[src/rtl/onehot_shift_sequencer.sv]
// Rotating one-hot word source for the 4-to-2 encoder, with a valid/ready handshake,
// direction control, checked seed load, wrap pulse and a modulo transfer counter.
module onehot_shift_sequencer #(
  parameter int WIDTH = 4,
  parameter int CNT_W = 8
) (
  input  logic             clk,
  input  logic             rst_n,
  input  logic             en,
  input  logic             dir,
  input  logic             load,
  input  logic [WIDTH-1:0] load_val,
  input  logic             d_ready,
  output logic [WIDTH-1:0] d_out,
  output logic             d_valid,
  output logic             wrap,
  output logic             load_err,
  output logic [CNT_W-1:0] step_cnt
);

  typedef enum logic {
    IDLE   = 1'b0,
    ACTIVE = 1'b1
  } state_t;

  state_t           state_q, state_d;
  logic [WIDTH-1:0] word_q, word_d;
  logic             wrap_q, wrap_d;
  logic             err_q, err_d;
  logic [CNT_W-1:0] cnt_q, cnt_d;
  logic             xfer, stalled, accept;

  function automatic logic is_onehot(input logic [WIDTH-1:0] v);
    return (v != '0) && ((v & (v - WIDTH'(1))) == '0);
  endfunction

  function automatic logic [WIDTH-1:0] rotate(input logic [WIDTH-1:0] v, input logic right);
    return right ? {v[0], v[WIDTH-1:1]} : {v[WIDTH-2:0], v[WIDTH-1]};
  endfunction

  // The set bit leaves the word at the end it is moving towards.
  function automatic logic wraps(input logic [WIDTH-1:0] v, input logic right);
    return right ? v[0] : v[WIDTH-1];
  endfunction

  assign xfer    = (state_q == ACTIVE) && d_ready;
  assign stalled = (state_q == ACTIVE) && !d_ready;
  assign accept  = load && !stalled;

  always_comb begin
    state_d = state_q;
    word_d  = word_q;
    wrap_d  = 1'b0;
    err_d   = 1'b0;
    cnt_d   = cnt_q;

    if (xfer) begin
      cnt_d  = cnt_q + CNT_W'(1);
      word_d = rotate(word_q, dir);
      wrap_d = wraps(word_q, dir);
    end

    // A legal seed overrides the rotation but the transfer still counts.
    if (accept) begin
      if (is_onehot(load_val)) begin
        word_d = load_val;
        wrap_d = 1'b0;
      end else begin
        err_d = 1'b1;
      end
    end

    case (state_q)
      IDLE:    if (en) state_d = ACTIVE;
      ACTIVE:  if (!en && xfer) state_d = IDLE;
      default: state_d = IDLE;
    endcase
  end

  always_ff @(posedge clk) begin
    if (!rst_n) begin
      state_q <= IDLE;
      word_q  <= WIDTH'(1);
      wrap_q  <= 1'b0;
      err_q   <= 1'b0;
      cnt_q   <= '0;
    end else begin
      state_q <= state_d;
      word_q  <= word_d;
      wrap_q  <= wrap_d;
      err_q   <= err_d;
      cnt_q   <= cnt_d;
    end
  end

  assign d_out    = word_q;
  assign d_valid  = (state_q == ACTIVE);
  assign wrap     = wrap_q;
  assign load_err = err_q;
  assign step_cnt = cnt_q;

endmodule
[config.mk]
export PLATFORM = sky130hd
export DESIGN_NAME = onehot_shift_sequencer
export DESIGN_NICKNAME = d
export VERILOG_FILES = /design/src/rtl/onehot_shift_sequencer.sv
export SDC_FILE = /design/constraint.sdc
export NUM_CORES = 1
export LEC_CHECK = 0
export ABC_AREA = 1
export BUFFER_PORTS_ARGS = -buffer_cell sky130_fd_sc_hd__buf_4
export CORE_MARGIN = 2
export CORE_UTILIZATION = 48
export DETAILED_ROUTE_END_ITERATION = 10
export HOLD_SLACK_MARGIN = 0.05
export PLACE_DENSITY = 0.87
export SLEW_MARGIN = 20
export SYNTH_ARGS = -nofsm -noshare
export SYNTH_HDL_FRONTEND = slang
export SYNTH_SLANG_ARGS = --single-unit
export TNS_END_PERCENT = 100
[constraint.sdc]
create_clock -name clk -period 1.49 [get_ports clk]
set_input_delay 0 -clock clk [delete_from_list [all_inputs] [get_ports clk]]
set_output_delay 0 -clock clk [all_outputs]
set_load 0.05 [all_outputs]
==> results_dict.tcl <==
set metrics [dict create \
    status "finished clean" \
    edff_count_synth 0 \
    finish.cell_count_without_fillers 169 \
    timing_worst_slew_pin_value_ns 0.275 \
    syn_area_um2 783 \
    worst_clock_skew_ns 0.00621 \
    power.total_uw 871 \
    dr_total_vias 838 \
    dieArea_um2 1970 \
    gp_routability_congestion 0.837 \
    finalMaxSlewViolations 0 \
    io_pins 25 \
    synthesis.nets 133 \
    maxClockFrequency_mhz 800 \
    detailed_routing_wirelength_on_met1_um 752 \
    clk_path_buf_depth 2 \
    rsz0062_at_grt "false" \
    whs_endpoint "d_valid$_SDFF_PN0_" \
    floorplan_die_width_um 44.4 \
    final-setup-viol-count 0 \
    worst_voltage_drop_across_the_vdd_grid_uv 489 \
    route.detailed.wl_per_inst_um 10.3 \
    tns_ns 0 \
    synth_warnings 0 \
    area_delta_synth_final_pct 33.9 \
    remaining_drc_errors 0 \
    syn-instance-count 122 \
    globalRouteOverflowTotal 0 \
    io_buffers 24 \
    crit_required_ns 1.71 \
    power_density_nw_per_um2 831 \
    core_um2 1520 \
    post_synth_most_frequent_cells "nand2_1 (35), inv_1 (22), dfxtp_1 (15)" \
    ys_async_rst_share_pct 0 \
    post_synthesis_sequential_area_ratio_pct 38.3 \
    cts-resized-gates 0 \
    clk_latency_ns 0.28 \
    cts_num_sinks 15 \
    grt_antenna_before_repair 0 \
    die_height_um 44.4 \
    worst_hold_path.num_cells 4 \
    drive_above_1_share_pct 22.9 \
    num-nets-final 165 \
    area_share_of_the_leading_cell_type_in_the_synthesized_netlist_pct 38.3 \
    crit_path_category "reg -> reg" \
    hold_crit_path_type "in -> reg" \
    route.met3.wl_um 106 \
    worst-path-max-fanout 4 \
    crit_reg_reg_endpoint "step_cnt[6]$_SDFFE_PN0P_" \
    synth_flop_cell "dfxtp_1" \
    drt-pass1-iter-count 4 \
    post_dp_cell_area_um2 981 \
    ctsRootBufferMaster "clkbuf_4" \
    startpoint_of_the_lowest_slack_hold_path "d_ready" \
    data_arrival_time_at_the_worst_slack_endpoint_ns 1.48 \
    synthesized_flop_and_latch_total 15 \
    dp_cells 161 \
    final_hold_viol_count 0 \
    largest_cells_by_area_after_synthesis "dfxtp_1 (38%), nand2_1 (17%), inv_1 (11%)" \
    global_route.usage.total_pct 19.5 \
    ctsHtreeMaxLevel 1 \
    cts_hold_buf 4 \
    detailroute.wirelength.met2_um 860 \
    detail_route.iter0.violations 14 \
    totalWireLength_mm 1.74 \
    cts.repair_timing.setup_buffer_count 0 \
    synth.distinct_cells 18 \
    start_util_pct 51.4 \
    synth_most_common_cell "nand2_1" \
    syn_area_per_cell_um2 6.42 \
    antenna_violating_nets_post_route 0 \
    maxUsedRoutingLayer "met4" \
    start_kind "register" \
    max_slew_margin_pct 81.6 \
    timing.reg2reg.setup_slack_ns 0.24 \
    first_global_vias 727 \
    place_hpwl_mm 1.34 \
    post-synth-top-area-cell "dfxtp_1" \
    drt-vias-per-instance 4.96 \
    diodes 0 \
    core.rowCount 14 \
    cts-buffers-inserted 3 \
    max-cap-violations 0 \
    reg2regPathDepth 7 \
    worst_setup_path_end_kind "register" \
    clock_transition_time_at_the_flip_flop_clock_pins_of_the_worst_setup_and_hold_paths_ns 0.09 \
    grt_start_max_net_pins 13 \
    period_minus_slack_ns 1.25 \
    final.period_utilization_pct 83.9 \
    total_leakage_power_uw 0.000546 \
    post-route-cell-area_um2 1050 \
    critical_path.reg2reg.startpoint "step_cnt[0]$_SDFFE_PN0P_" \
    first_pass_grt_wire_length_mm 2.84 \
    tritoncts "done" \
]
==> final cells by class <==
type	count	area [um2]
multi-input combinational	84	397
timing repair buffer	28	220
sequential	15	302
fill	128	475
clock inverter	1	5.00
inverter	22	82.6
clock buffer	3	22.5
tap	16	20.0
==> cells in the final DEF, fill, tap and decap left out, drive strengths merged, types with 3 or more instances in the layout <==
cell type     n
nor2         16
a21boi        3
dfxtp        15
dlygate4sd3   4
o21ai         6
a21oi         8
nand3         6
clkbuf        3
nand2        37
inv          22
buf          24
nand4         3
==> logic make-up after synthesis <==
logic type,count (synthesis),synth area share [%]
AOI/OAI and AO/OA,19,14.2
and+or+nand+nor,64,34.8
buffers and inverters,23,11.0
adders and majority gates,1,1.60
DFF,15,38.3
==> metrics by stage <==
step | hold WS, ns | util, % | worst slack (ns)
after floorplan | 0.117 | - | 0.0150
after global placement | 0.214 | 64.4 | 0.283
after detailed placement | 0.221 | 64.4 | 0.247
after CTS | 0.0521 | 68.8 | 0.230
after global routing | 0.0588 | 68.8 | 0.111
final | 0.0533 | 68.8 | 0.239
==> report_power, final <==
part	internal, uW	leakage, uW	switching (uW)
Clock	99.6	0.0000177	131
Sequential	418	0.000123	15.3
Combinational	74.6	0.000406	132
Total	592	0.000546	279
==> sequential cells by signal, summed over array words and instances (netlist names) <==
name,count
step_cnt,8
load_err,1
d_out,4
d_valid,1
wrap,1
==> worst max-delay path, stage by stage, from the launching register on <==
cell and delay, ns:
dfxtp_1 0.39, ha_1 0.17, inv_1 0.06, nor3_2 0.28
nand3_1 0.11, nand2_1 0.07, inv_1 0.03, nor2_1 0.08
==> worst max-delay path by stage <==
| stage | slack, ns | startpoint | endpoint | cells past startpoint |
|---|---|---|---|---|
| 2_1_floorplan | 0.01 | step_cnt[1]$_SDFFE_PN0P_ | step_cnt[6]$_SDFFE_PN0P_ | 7 |
| 3_3_place_gp | 0.28 | step_cnt[0]$_SDFFE_PN0P_ | step_cnt[6]$_SDFFE_PN0P_ | 7 |
| 3_5_place_dp | 0.25 | step_cnt[0]$_SDFFE_PN0P_ | step_cnt[6]$_SDFFE_PN0P_ | 7 |
| 4_1_cts | 0.23 | step_cnt[0]$_SDFFE_PN0P_ | step_cnt[6]$_SDFFE_PN0P_ | 7 |
| 5_1_grt | 0.11 | step_cnt[1]$_SDFFE_PN0P_ | step_cnt[6]$_SDFFE_PN0P_ | 7 |
| 6_report | 0.24 | step_cnt[0]$_SDFFE_PN0P_ | step_cnt[6]$_SDFFE_PN0P_ | 7 |
==> per-layer routing <==
| layer | vias up | track usage [%] |
|---|---|---|
| met5 | - | 0 |
| met4 | 0 | 9.09 |
| met3 | 4 | 3.27 |
| met2 | 27 | 34.4 |
| met1 | 364 | 22.8 |
| li1 | 443 | - |
Power figures use the tool's default switching activity.
